===== config.mk =====
export PLATFORM = sky130hd
export DESIGN_NAME = hazard_stall_ctrl
export DESIGN_NICKNAME = d
export VERILOG_FILES = /design/src/rtl/mips_defs_pkg.sv /design/src/rtl/instr_class.sv /design/src/rtl/hazard_stall_ctrl.sv
export SDC_FILE = /design/constraint.sdc
export NUM_CORES = 1
export LEC_CHECK = 0
export ABC_AREA = 1
export CAP_MARGIN = 25
export CORE_ASPECT_RATIO = 1.4
export CORE_MARGIN = 8
export CORE_UTILIZATION = 30
export CTS_BUF_LIST = sky130_fd_sc_hd__clkbuf_8
export DETAILED_ROUTE_END_ITERATION = 7
export GPL_ROUTABILITY_DRIVEN = 0
export PLACE_DENSITY = 0.74
export SKIP_CTS_REPAIR_TIMING = 1
export SYNTH_ARGS = -nofsm -noshare
export SYNTH_HDL_FRONTEND = slang
export SYNTH_SLANG_ARGS = --single-unit

===== constraint.sdc =====
create_clock -name clk -period 2.55 [get_ports clk]
set_input_delay 0.51 -clock clk [delete_from_list [all_inputs] [get_ports clk]]
set_output_delay 0.51 -clock clk [all_outputs]
set_load 0.02 [all_outputs]

===== src/rtl/mips_defs_pkg.sv =====
// Shared MIPS decode constants and the 2-bit Tuse/Tnew encodings used by the
// hazard logic.
package mips_defs;

   localparam logic [5:0] OP_RTYPE = 6'h00;
   localparam logic [5:0] OP_J     = 6'h02;
   localparam logic [5:0] OP_JAL   = 6'h03;
   localparam logic [5:0] OP_BEQ   = 6'h04;
   localparam logic [5:0] OP_ORI   = 6'h0D;
   localparam logic [5:0] OP_LUI   = 6'h0F;
   localparam logic [5:0] OP_LW    = 6'h23;
   localparam logic [5:0] OP_SW    = 6'h2B;

   localparam logic [5:0] FN_JR    = 6'h08;
   localparam logic [5:0] FN_MFHI  = 6'h10;
   localparam logic [5:0] FN_MTHI  = 6'h11;
   localparam logic [5:0] FN_MFLO  = 6'h12;
   localparam logic [5:0] FN_MTLO  = 6'h13;
   localparam logic [5:0] FN_MULT  = 6'h18;
   localparam logic [5:0] FN_MULTU = 6'h19;
   localparam logic [5:0] FN_DIV   = 6'h1A;
   localparam logic [5:0] FN_DIVU  = 6'h1B;
   localparam logic [5:0] FN_ADDU  = 6'h21;
   localparam logic [5:0] FN_SUBU  = 6'h23;

   localparam logic [4:0] REG_RA = 5'd31;

   // TUSE_NONE sits above every Tnew so an unused operand never compares as a hazard.
   typedef logic [1:0] tuse_t;
   localparam tuse_t TUSE_0    = 2'd0;
   localparam tuse_t TUSE_1    = 2'd1;
   localparam tuse_t TUSE_2    = 2'd2;
   localparam tuse_t TUSE_NONE = 2'd3;

   typedef logic [1:0] tnew_t;
   localparam tnew_t TNEW_0 = 2'd0;
   localparam tnew_t TNEW_1 = 2'd1;
   localparam tnew_t TNEW_2 = 2'd2;

   typedef enum logic {
      MD_IDLE = 1'b0,
      MD_BUSY = 1'b1
   } md_state_e;

endpackage


===== src/rtl/instr_class.sv =====
// Decodes one instruction word into the register/timing attributes the
// stall controller needs; tnew is reported as seen from the E stage.
module instr_class
   import mips_defs::*;
(
   input  logic [31:0] ir,
   output logic [4:0]  rs,
   output logic [4:0]  rt,
   output logic [4:0]  dest,
   output tuse_t       tuse_rs,
   output tuse_t       tuse_rt,
   output tnew_t       tnew,
   output logic        is_md,
   output logic        is_md_start,
   output logic        is_div
);

   logic [5:0] op;
   logic [5:0] fn;
   logic [4:0] rd;
   logic       unused_shamt;

   assign op           = ir[31:26];
   assign fn           = ir[5:0];
   assign rs           = ir[25:21];
   assign rt           = ir[20:16];
   assign rd           = ir[15:11];
   assign unused_shamt = ^ir[10:6];

   always_comb begin
      dest        = 5'd0;
      tuse_rs     = TUSE_NONE;
      tuse_rt     = TUSE_NONE;
      tnew        = TNEW_0;
      is_md       = 1'b0;
      is_md_start = 1'b0;
      is_div      = 1'b0;
      case (op)
         OP_RTYPE: begin
            case (fn)
               FN_ADDU, FN_SUBU: begin
                  dest    = rd;
                  tuse_rs = TUSE_1;
                  tuse_rt = TUSE_1;
                  tnew    = TNEW_1;
               end
               FN_MFHI, FN_MFLO: begin
                  dest  = rd;
                  tnew  = TNEW_1;
                  is_md = 1'b1;
               end
               FN_MTHI, FN_MTLO: begin
                  tuse_rs = TUSE_1;
                  is_md   = 1'b1;
               end
               FN_MULT, FN_MULTU, FN_DIV, FN_DIVU: begin
                  tuse_rs     = TUSE_1;
                  tuse_rt     = TUSE_1;
                  is_md       = 1'b1;
                  is_md_start = 1'b1;
                  is_div      = (fn == FN_DIV) || (fn == FN_DIVU);
               end
               FN_JR: tuse_rs = TUSE_0;
               default: ;
            endcase
         end
         OP_ORI: begin
            dest    = rt;
            tuse_rs = TUSE_1;
            tnew    = TNEW_1;
         end
         OP_LUI: begin
            dest = rt;
            tnew = TNEW_1;
         end
         OP_LW: begin
            dest    = rt;
            tuse_rs = TUSE_1;
            tnew    = TNEW_2;
         end
         OP_SW: begin
            tuse_rs = TUSE_1;
            tuse_rt = TUSE_2;
         end
         OP_BEQ: begin
            tuse_rs = TUSE_0;
            tuse_rt = TUSE_0;
         end
         OP_JAL: begin
            dest = REG_RA;
            tnew = TNEW_0;
         end
         default: ;
      endcase
   end

endmodule


===== src/rtl/hazard_stall_ctrl.sv =====
// Pipeline stall/bubble controller: Tuse/Tnew data hazards against E and M,
// plus the busy-counter FSM that sequences the multicycle HI/LO unit.
module hazard_stall_ctrl
   import mips_defs::*;
#(
   parameter int MULT_CYC = 5,
   parameter int DIV_CYC  = 10,
   parameter int CNT_W    = 4
) (
   input  logic        clk,
   input  logic        reset,
   input  logic [31:0] IR_D,
   input  logic [31:0] IR_E,
   input  logic [31:0] IR_M,
   output logic        stall,
   output logic        en_pc,
   output logic        en_FD,
   output logic        clr_DE,
   output logic        md_start,
   output logic        md_busy
);

   logic [4:0] d_rs, d_rt, e_rs, e_rt, m_rs, m_rt;
   logic [4:0] d_dest, e_dest, m_dest;
   tuse_t      d_tuse_rs, d_tuse_rt, e_tuse_rs, e_tuse_rt, m_tuse_rs, m_tuse_rt;
   tnew_t      d_tnew, e_tnew, m_tnew_raw, m_tnew;
   logic       d_is_md, e_is_md, m_is_md;
   logic       d_is_start, e_is_start, m_is_start;
   logic       d_is_div, e_is_div, m_is_div;
   logic       unused_decode;

   instr_class u_class_d (
      .ir(IR_D), .rs(d_rs), .rt(d_rt), .dest(d_dest),
      .tuse_rs(d_tuse_rs), .tuse_rt(d_tuse_rt), .tnew(d_tnew),
      .is_md(d_is_md), .is_md_start(d_is_start), .is_div(d_is_div)
   );

   instr_class u_class_e (
      .ir(IR_E), .rs(e_rs), .rt(e_rt), .dest(e_dest),
      .tuse_rs(e_tuse_rs), .tuse_rt(e_tuse_rt), .tnew(e_tnew),
      .is_md(e_is_md), .is_md_start(e_is_start), .is_div(e_is_div)
   );

   instr_class u_class_m (
      .ir(IR_M), .rs(m_rs), .rt(m_rt), .dest(m_dest),
      .tuse_rs(m_tuse_rs), .tuse_rt(m_tuse_rt), .tnew(m_tnew_raw),
      .is_md(m_is_md), .is_md_start(m_is_start), .is_div(m_is_div)
   );

   assign unused_decode = ^{d_dest, d_tnew, d_is_start, d_is_div,
                            e_rs, e_rt, e_tuse_rs, e_tuse_rt, e_is_md,
                            m_rs, m_rt, m_tuse_rs, m_tuse_rt, m_is_md,
                            m_is_start, m_is_div};

   // One stage later, every producer is one cycle closer to having its result.
   assign m_tnew = (m_tnew_raw == TNEW_0) ? TNEW_0 : m_tnew_raw - 2'd1;

   function automatic logic src_hazard(input logic [4:0] src, input tuse_t tuse,
                                       input logic [4:0] dst, input tnew_t tnew);
      return (src != 5'd0) && (src == dst) && (tuse < tnew);
   endfunction

   logic data_stall;
   logic md_stall;

   assign data_stall = src_hazard(d_rs, d_tuse_rs, e_dest, e_tnew) |
                       src_hazard(d_rt, d_tuse_rt, e_dest, e_tnew) |
                       src_hazard(d_rs, d_tuse_rs, m_dest, m_tnew) |
                       src_hazard(d_rt, d_tuse_rt, m_dest, m_tnew);

   md_state_e        state_q, state_d;
   logic [CNT_W-1:0] cnt_q, cnt_d;

   assign md_start = e_is_start && (state_q == MD_IDLE);
   assign md_busy  = (state_q == MD_BUSY);
   assign md_stall = d_is_md && (md_start || md_busy);

   assign stall  = data_stall | md_stall;
   assign en_pc  = ~stall;
   assign en_FD  = ~stall;
   assign clr_DE = stall;

   // A start seen while BUSY is ignored; D-stage md_stall keeps that from happening.
   always_comb begin
      state_d = state_q;
      cnt_d   = cnt_q;
      case (state_q)
         MD_IDLE: begin
            if (md_start) begin
               state_d = MD_BUSY;
               cnt_d   = e_is_div ? CNT_W'(DIV_CYC) : CNT_W'(MULT_CYC);
            end
         end
         MD_BUSY: begin
            if (cnt_q == CNT_W'(1)) begin
               state_d = MD_IDLE;
               cnt_d   = '0;
            end else begin
               cnt_d = cnt_q - CNT_W'(1);
            end
         end
         default: begin
            state_d = MD_IDLE;
            cnt_d   = '0;
         end
      endcase
   end

   always_ff @(posedge clk or negedge reset) begin
      if (!reset) begin
         state_q <= MD_IDLE;
         cnt_q   <= '0;
      end else begin
         state_q <= state_d;
         cnt_q   <= cnt_d;
      end
   end

endmodule


; Word-level counts from Yosys, hierarchy flattened
; Cells that the tools add are included.
[word_totals]
register_bits = 5
in_bits = 98
out_inout_bits = 6
[op_classes]
n_addsub = 2
magnitude_cmp = 4
eq_ne = 41
muxes = 26
bitwise_logic = 6
reduce_logical = 29
[op_table]
columns = op, n
row1 = 6-bit by 5-bit == test with 1-bit output (second input constant), 16
row2 = 6-bit == test (second input constant), 10
row3 = 6-bit by 4-bit == test with 1-bit output (second input constant), 6
row4 = 5-bit one-hot mux with 3 select lines, 2
row5 = 2-bit one-hot mux with 3 select lines, 4
row6 = 5-bit == test, 4
row7 = 6-bit zero test, 3
row8 = 8-bit OR reduction, 2
row9 = 6-bit by 2-bit == test with 1-bit output (second input constant), 2
row10 = 4-bit 2-to-1 mux, 3
row11 = 4-bit OR reduction, 3
row12 = 1-bit logical AND, 10
row13 = 1-bit 2-to-1 mux, 10
row14 = 5-bit 2-to-1 mux, 2
row15 = 5-bit nonzero test, 2
row16 = 3-bit OR reduction, 3
row17 = 2-bit < comparator, 4
row18 = 4-bit one-hot mux with 2 select lines, 1
row19 = 6-bit by 3-bit == test with 1-bit output (second input constant), 1
row20 = 6-bit OR reduction, 1
row21 = 4-bit by 1-bit == test with 1-bit output (second input constant), 1
row22 = 2-bit 2-to-1 mux, 2
row23 = 1-bit bitwise OR, 4
row24 = 2-bit one-hot mux with 2 select lines, 1
row25 = other kinds (8), 11

; Depth between registers and ports, before layout
; Gate-level depths: netlist of the first run.
[logic_depth]
word_depth = 12
mapped_depth = 16
mapped_depth_nobuf = 15

; Cells and area by module
; Synthesis of the first run repeated with hierarchy kept, for this count alone.
[unflattened]
cells_unflattened = 416
hier_area_um2 = 2162.1
[modules_own_cells]
columns = mod, instances, cells_each, area_each_um2, seq_area_each_um2
row1 = instr_class at u_class_d ..., 2, 86, 444.2, 0.0
row2 = hazard_stall_ctrl, 1, 159, 837.1, 125.1
row3 = instr_class at u_class_m, 1, 85, 436.7, 0.0

; Least setup slack after synthesis of the first run
; No wires, ideal clock.
[synth_timing]
path_type = in2out
from = input IR_D[31]
to = output en_pc
arrival_time_ns = 2.261
required_ns = 2.040
slack_ns = -0.221
cell_stages = 14
n_path_buf = 1
path_cell_list = nor2_1 nand3_1 o311ai_0 o21ai_0 ha_1 nand2_1 nand2_1 nor2_1 nand3_1 nand2_1 nand2_1 nand2_1 nor2_1 buf_4
[synth_via]
elab_chain_cells = 10
[synth_rtl]
columns = element, line
row1 = "start, declared", hazard_stall_ctrl.sv:12  ; input logic [31:0] IR_D,
row2 = 6-bit == test (tied with other cells), instr_class.sv:38  ; case (op)
row3 = 3-bit OR reduction (no source line), -
row4 = 2-bit one-hot mux with 3 select lines, instr_class.sv:38
row5 = 2-bit < comparator, hazard_stall_ctrl.sv:60  ; return (src != 5'd0) && (src == dst) && (tuse < tnew);
row6 = 1-bit logical AND, hazard_stall_ctrl.sv:60
row7 = 1-bit bitwise OR, hazard_stall_ctrl.sv:66  ; assign data_stall = src_hazard(d_rs, d_tuse_rs, e_dest, e_tnew) |
row8 = 1-bit bitwise OR, hazard_stall_ctrl.sv:67  ; src_hazard(d_rt, d_tuse_rt, e_dest, e_tnew) |
row9 = 1-bit bitwise OR, hazard_stall_ctrl.sv:68  ; src_hazard(d_rs, d_tuse_rs, m_dest, m_tnew) |
row10 = 1-bit bitwise OR (*), hazard_stall_ctrl.sv:78  ; assign stall = data_stall | md_stall;
row11 = 1-bit NOT (*), -
row12 = "end, declared", hazard_stall_ctrl.sv:16  ; output logic en_pc,
; Mark *: on every way between the ends. The rest lies on a longest branch, timed or not.

; Worst setup path in the final report of the first run
[layout_timing]
from = input IR_D[5]
to = output en_pc
[layout_via]
elab_chain_cells = 11
[layout_rtl]
columns = element, line
row1 = 6-bit == test (tied with other cells), -
row2 = 8-bit OR reduction (no source line) / 6-bit OR reduction (equally long branches), -
row3 = 2-bit one-hot mux with 2 select lines / 2-bit 2-to-1 mux (equally long branches), instr_class.sv:40  ; case (fn)
row4 = 2-bit one-hot mux with 3 select lines, instr_class.sv:38
row5 = 2-bit < comparator, hazard_stall_ctrl.sv:60
row6 = 1-bit logical AND, hazard_stall_ctrl.sv:60
row7 = 1-bit bitwise OR, hazard_stall_ctrl.sv:66
row8 = 1-bit bitwise OR, hazard_stall_ctrl.sv:67
row9 = 1-bit bitwise OR, hazard_stall_ctrl.sv:68
row10 = 1-bit bitwise OR (*), hazard_stall_ctrl.sv:78
row11 = 1-bit NOT (*), hazard_stall_ctrl.sv:79  ; assign en_pc = ~stall;
; Marked as above.

==> metrics.txt, run 1 <==
largest net degree at the start of global routing 7; fin crit period around 2.7 ns; final number of setup-violating endpoints 4; synth unique cells 28; Max Cap Viol 0; GRT Util Overall 13.9%; crit-path cells buf_6 > inv_2 > nor3_2 > nand3_1 > a31o_2 > ha_4 > nand2_2 > nand3_1 > nor2_1 > nand3_1 > a21boi_2 > nor2_4 > buf_6; most common cell after layout, fill and taps aside nand2_1; Layout area overhead 97.1%; Crit Path Class primary input to output port; WL per Instance roughly 13 um; Cell Area, Synth roughly 1400 um^2; Core Rows 29; critical path startpoint category primary input; Crit. End Element output port; Mapped Avg Cell Area ~5.3 um^2; final std cells w/o fill roughly 430; CP peak stage delay ~0.30 ns; Synth warnings 0; H-tree levels 1; crit path max fanout 2; CTS clock-pin slew for the worst setup and hold paths around 0.040 ns; CTS max path bufs 2; CTS Sinks 5; placed cells approximately 420; Top Usage Layer GRT met2; Final Hold Viols 0; hpwl dp 4.48 mm; final slew viol count 0; Starting Density a little under a third; I/O pins between 100 and 150; global-route wire length before repair 8.29 mm; initial antenna violation count 0; Placeable Area around 4600 um^2; Routed Antenna Nets 0; vias in the first global route just over 2,000; M1 GR Usage 13.6%; DRC 0; die span in y 97.7 um; R2R Path Start md_busy$_DFF_PN0_; final worst path period share 105%; layout cell share with drive strength beyond 1 between 30% and 40%; Setup crit start IR_D[5]; Syn Inst Count 268; DR iter-0 viols 48; Clock Latency Late Sink 0.23 ns; Seq/Total Area, Yosys slightly below 9%; Via density 4.76; die width ~74 um; Fillers 437; unrepaired setup endpoints after global routing yes; status complete, but fails checks; ANT cells 0; Final Util 61.7%; Die ar. 7260 um^2; final WL around 5.6 mm; Clk Tree Root Cell clkbuf_8; Pwr Density between 200 and 300 nW/um^2; total power approximately 750 uW; CTS Buf Count 3; PortBufs 72; Pleak between 0.0015 and 0.002 uW; Worst IR Drop VDD 197 uV; PnR worst setup slack -0.127 ns; clock skew 0.00704 ns; gr ovfl total 0; most frequent cells in the layout 65 x nand2_1, 37 x inv_1, 33 x clkdlybuf4s50_1, 28 x nand2_2, 28 x dlymetal6s2s_1; Worst path slowest cell a31o_2; met2 usage around a quarter; M3 GR Usage around 4.6%; FF-to-FF End cnt_q[2]$_DFFE_PN0P_; drt pass-1 iters 4; Fmax achieved around 370 MHz; Seq cells post-synth 5; Reg2Reg Setup Slack ~1.4 ns; total negative setup slack -0.454 ns; CP arrival 2.17 ns; failing checks setup timing; Most common cell on crit path nand3_1; nets 470; Required @ worst endpoint a little over 2 ns; Worst R2R Path Depth 6; min-delay worst type primary input to asynchronous set/reset pin; via count 2,033; TritonCTS clock tree done
## cell families after synthesis
kind of cell,after synthesis,share of synthesized area (%)
fa+ha+maj,6,5.25
xor+xnor,2,1.23
compound gates,29,13.9
flops,5,8.75
buf+inv,45,12.3
other cells,1,0.262
simple gates,180,58.3
## worst max-delay path: cells and delay by family
| kind | cells | cell delay, ns |
|---|---|---|
| simple gates | 7 | 0.69 |
| compound gates | 2 | 0.50 |
| buf+inv | 3 | 0.26 |
| fa+ha+maj | 1 | 0.21 |
## synthesized netlist by cell type
master	count	share of area (%)
nand2_1	93	24
inv_1	41	11
nand3_1	37	13
nor2_1	30	7.9
a21oi_2	10	6.1
a21oi_1	7	2.4
ha_1	6	5.2
o21ai_0	6	2.1
dfrtp_1	5	8.7
nor2_4	4	3.1
nor3_1	4	1.4
nand4_1	3	1.3
buf_4	2	1.0
inv_2	2	0.53
nand2_4	2	1.6
nand3_2	2	1.4
nor2_2	2	0.87
xor2_1	2	1.2
a21boi_1	1	0.53
a22oi_1	1	0.53
a31o_2	1	0.61
conb_1	1	0.26
nand2_2	1	0.44
nand4_4	1	1.5
nor2_8	1	1.4
o21ai_1	1	0.35
o221ai_1	1	0.61
o311ai_0	1	0.61
## how the worst max path moves through the flow
stage,end,depth (start not counted)
6_report,en_pc,13
5_1_grt,en_pc,16
4_1_cts,en_pc,15
3_5_place_dp,en_pc,15
3_3_place_gp,en_FD,16
2_1_floorplan,en_pc,14
## per-layer routing
layer	wire length [um]	up-vias
li1	-	1046
met1	2030	914
met2	3150	67
met3	324	6
met4	76	0
met5	0	-
## layout make-up
type	instances	area (um^2)	share of cell area, %
Clock inverter	1	3.75	0.133
Tap cell	62	77.6	2.75
Clock buffer	3	41.3	1.46
Timing Repair Buffer	94	961	34.1
Sequential cell	5	125	4.44
Inverter	43	161	5.73
Multi-Input combinational cell	219	1450	51.4
## flip-flops by register name (all words and copies together) (netlist names)
register and count:
md_busy 1, cnt_q 4
## metrics by stage
step	area (um^2)	setup WS [ns]	hold slack [ns]
6_report	2820	-0.127	0.512
5_1_grt	2820	-0.241	0.524
4_1_cts	2430	-0.994	0.515
3_5_place_dp	2390	-0.992	0.576
3_3_place_gp	2390	-0.956	0.556
2_1_floorplan	1460	0.0142	0.214
## power by group
| part | switching [uW] | leakage [uW] | internal [uW] | total [uW] |
|---|---|---|---|---|
| sequential | 22.6 | 0.0000600 | 120 | 142 |
| combinational | 244 | 0.00152 | 224 | 468 |
| clock | 41.1 | 0.0000269 | 103 | 144 |
| total | 308 | 0.00161 | 447 | 755 |
(Power assumes the default switching activity.)
==> inputs of run 2 (changes only) <==
--- a/config.mk
+++ b/config.mk
@@ -15,6 +15,7 @@
 export GPL_ROUTABILITY_DRIVEN = 0
 export PLACE_DENSITY = 0.74
 export SKIP_CTS_REPAIR_TIMING = 1
+export SLEW_MARGIN = 20
 export SYNTH_ARGS = -nofsm -noshare
 export SYNTH_HDL_FRONTEND = slang
 export SYNTH_SLANG_ARGS = --single-unit
==> results of run 2 <==
No change in the layout: final DEF, timing and power equal those of run 1.
==> inputs of run 3 (changes only) <==
--- a/config.mk
+++ b/config.mk
@@ -5,7 +5,7 @@
 export SDC_FILE = /design/constraint.sdc
 export NUM_CORES = 1
 export LEC_CHECK = 0
-export ABC_AREA = 1
+export ABC_AREA = 0
 export CAP_MARGIN = 25
 export CORE_ASPECT_RATIO = 1.4
 export CORE_MARGIN = 8
@@ -13,7 +13,7 @@
 export CTS_BUF_LIST = sky130_fd_sc_hd__clkbuf_8
 export DETAILED_ROUTE_END_ITERATION = 7
 export GPL_ROUTABILITY_DRIVEN = 0
-export PLACE_DENSITY = 0.74
+export PLACE_DENSITY = 0.8
 export SKIP_CTS_REPAIR_TIMING = 1
 export SLEW_MARGIN = 20
 export SYNTH_ARGS = -nofsm -noshare
==> run 3 against run 2 <==
Effect of this change: the flow still finishes with violations (setup timing); register-to-register slack got worse by 0.29 ns; global-route usage increased by 0.23 points; non-clock buffer count increased by 28; routed wire length decreased by 12%; worst setup slack got worse by 0.55 ns; die area decreased by 14%; combinational power decreased by 26%; clock power about the same; worst hold slack got worse by 0.0080 ns; sequential power decreased by 4%; via count decreased by 16%; critical endpoint is now en_FD; largest cell class unchanged; highest routed layer unchanged.
==> metrics.txt, run 3 <==
area leader, netlist dfrtp_1; Placeable Area 3880 um^2 (-15%); largest net degree at the start of global routing 12 (+5); CP peak stage delay 0.54 ns (+0.24 ns); failing checks setup timing; CTS clock-pin slew for the worst setup and hold paths 0.03 ns (about the same); Crit. End Element output port; Via density 5.43 (+14%); clock skew 0.000891 ns (-0.00615 ns); Synth top cells by count 9 x nor2_1, 9 x xnor2_1, 8 x xor2_1; Clock Latency Late Sink 0.22 ns (about the same); R2R Path Start cnt_q[1]$_DFFE_PN0P_; largest family of logic cells by synthesized area simple AND/OR/NAND/NOR gates; crit-path cells buf_6 > or4_4 > a211oi_4 > buf_6 > nor2_4 > or3_1 > a211o_1 > nor3_2 > buf_4 > a211oi_4 > buf_6; Post-Synth Adder-Cell Area 6.30% (+1.0 points); total power 622 uW (-18%); global-route wire length before repair 7.71 mm (-7.1%); post-synthesis compound-gate area fraction 31.7% (+18 points); unrepaired setup endpoints after global routing yes; Fillers 317 (-27%); DRC 0 (unchanged); H-tree levels 1 (unchanged); synth unique cells 58 (+110%); max reg flops 4 (unchanged); Seq cells post-synth 5 (unchanged); PnR worst setup slack -0.679 ns (-0.552 ns); Worst path slowest cell or4_4; status complete, but fails checks; Fmax achieved 310 MHz (-17%); gr ovfl total 0 (unchanged); main flop type after synthesis dfrtp_1; drt pass-1 iters 4 (unchanged); most frequent cells in the layout 51 x buf_4, 36 x clkdlybuf4s50_1, 24 x dlymetal6s2s_1, 9 x nor2_1; nets 377 (-20%); hpwl dp 4.15 mm (-7.3%); Pleak 0.00125 uW (-22%); Starting Density 30.7% (-0.59 points); layout cell share with drive strength beyond 1 36.8% (+1.7 points); DR iter-0 viols 48 (unchanged); asr flop ratio synth 100% (unchanged); Worst R2R Path Depth 6 (unchanged); Reg2Reg Setup Slack 1.06 ns (-0.29 ns); WL per Instance 15.6 um (+19%); final WL 4.93 mm (-12%); ANT cells 0 (unchanged); FF-to-FF End cnt_q[3]$_DFFE_PN0P_; FF/Latch Area 125 um^2 (unchanged); Cell Area, Synth 1190 um^2 (-17%); Biggest register cnt_q; critical path startpoint category primary input; most common cell after layout, fill and taps aside buf_4; CP arrival 2.72 ns (+0.55 ns); Worst IR Drop VDD 486 uV (+150%); Most common cell on crit path buf_6; Post-synth EDFFs 0 (unchanged); Mapped Avg Cell Area 8.06 um^2 (+51%); fin crit period 3.23 ns (+0.552 ns); Final Hold Viols 0 (unchanged); Pwr Density 244 nW/um^2 (-8.9%); Area contributors post-synth dfrtp_1 10%, xnor2_1 6.6%, ha_1 6.3%, xor2_1 5.9%, nor2_1 2.8%; CTS Sinks 5 (unchanged); post-synthesis mux area share 0.944% (+0.94 points); post-synth top area share 10.5% (-14 points); CTS max path bufs 2 (unchanged); final slew viol count 0 (unchanged); crit path max fanout 5 (+3); via count 1,711 (-16%); placed cells 307 (-27%); multi-input combinational cell area 1190 um^2 (-18%); post-synthesis xor/xnor area fraction 12.5% (+11 points); Synth Area in Simple Gates 35.3% (-23 points); TritonCTS clock tree done; min-delay worst type primary input to asynchronous set/reset pin; Die ar. 6280 um^2 (-14%); I/O pins 104 (unchanged); total negative setup slack -2.69 ns (-2.23 ns); final number of setup-violating endpoints 4 (unchanged); initial antenna violation count 0 (unchanged); vias in the first global route 1,824 (-11%); final std cells w/o fill 315 (-26%); Crit Path Class primary input to output port; die width 69.3 um (-6.8%); CTS Buf Count 3 (unchanged); GRT Util Overall 14.1% (+0.23 points); Layout area overhead 114%; die span in y 90.6 um (-7.3%); final worst path period share 127% (+22 points); Clk Tree Root Cell clkbuf_8; Critical path buffers and inverters 4 (+1); Routed Antenna Nets 0 (unchanged); Required @ worst endpoint 2.04 ns (about the same); Syn Inst Count 148 (-45%); critical path's top delay family simple AND/OR/NAND/NOR gates; Synth warnings 0 (unchanged); Core Rows 27 (-6.9%); Max Cap Viol 0 (unchanged); PortBufs 72 (unchanged); Seq/Total Area, Yosys 10.5% (+1.7 points)
==> run 3: cell count changes after synthesis, sizes merged, moves of 4 or more <==
cell,delta
or4,+4
a21oi,-12
inv,-40
xnor2,+9
a221o,+5
nor4,+5
xor2,+6
nand3,-33
nor2,-27
nor2b,+5
nand2,-92
or3,+4
==> run 3: through the flow <==
step / cell area [um^2] / setup slack [ns] / util, % / hold WS (ns)
floorplan: 1230 / -0.536 / - / 0.214
global placement: 2330 / -1.45 / 59.9 / 0.540
detailed placement: 2330 / -1.49 / 59.9 / 0.527
CTS: 2370 / -1.51 / 61.1 / 0.507
global route: 2550 / -0.796 / 65.7 / 0.531
finish: 2550 / -0.679 / 65.7 / 0.504
==> run 3: final cells by class <==
cell class | count | area share, %
clock inverters | 1 | 0.147
multi-input cells | 138 | 46.8
repair buffers | 122 | 44.0
flip-flops and latches | 5 | 4.90
inverters | 3 | 0.441
well taps | 43 | 2.11
clock buffers | 3 | 1.62
==> run 3: layer usage <==
layer | vias up | track usage, % | share of wire (%)
li1 | 853 | - | -
met1 | 805 | 12.6 | 34
met2 | 45 | 29.4 | 60
met3 | 8 | 3.08 | 5.0
met4 | 0 | 4.29 | 1.3
met5 | - | 0 | 0
==> run 3: worst register-to-register path: cells and delay by family (launching register included) <==
family                   cells  cell delay, ns
AND/OR/NAND/NOR              2            0.16
flip-flops                   1            0.38
buffers and inverters        1            0.08
adder cells (fa/ha/maj)      1            0.15
AO/OA/AOI/OAI                2            0.59
==> run 3: cell families after synthesis <==
group | Yosys count
AOI/OAI and AO/OA | 47
xor gates and xnor gates | 17
adders and majority gates | 6
buffers and inverters | 6
DFF | 5
muxes | 1
other | 1
and+or+nand+nor | 65
==> run 3: how the worst max path moves through the flow <==
stage | start | to | cells after the start
finish | IR_E[27] | en_FD | 11
global route | IR_M[3] | en_FD | 11
CTS | IR_D[4] | en_FD | 13
detailed placement | IR_D[4] | en_FD | 13
global placement | IR_D[4] | en_FD | 13
floorplan | IR_E[3] | stall | 8
==> run 3: where the power goes <==
group | switching (uW) | internal [uW]
Clock | 38.3 | 103
Sequential | 28.1 | 109
Combinational | 140 | 204
Total | 206 | 416
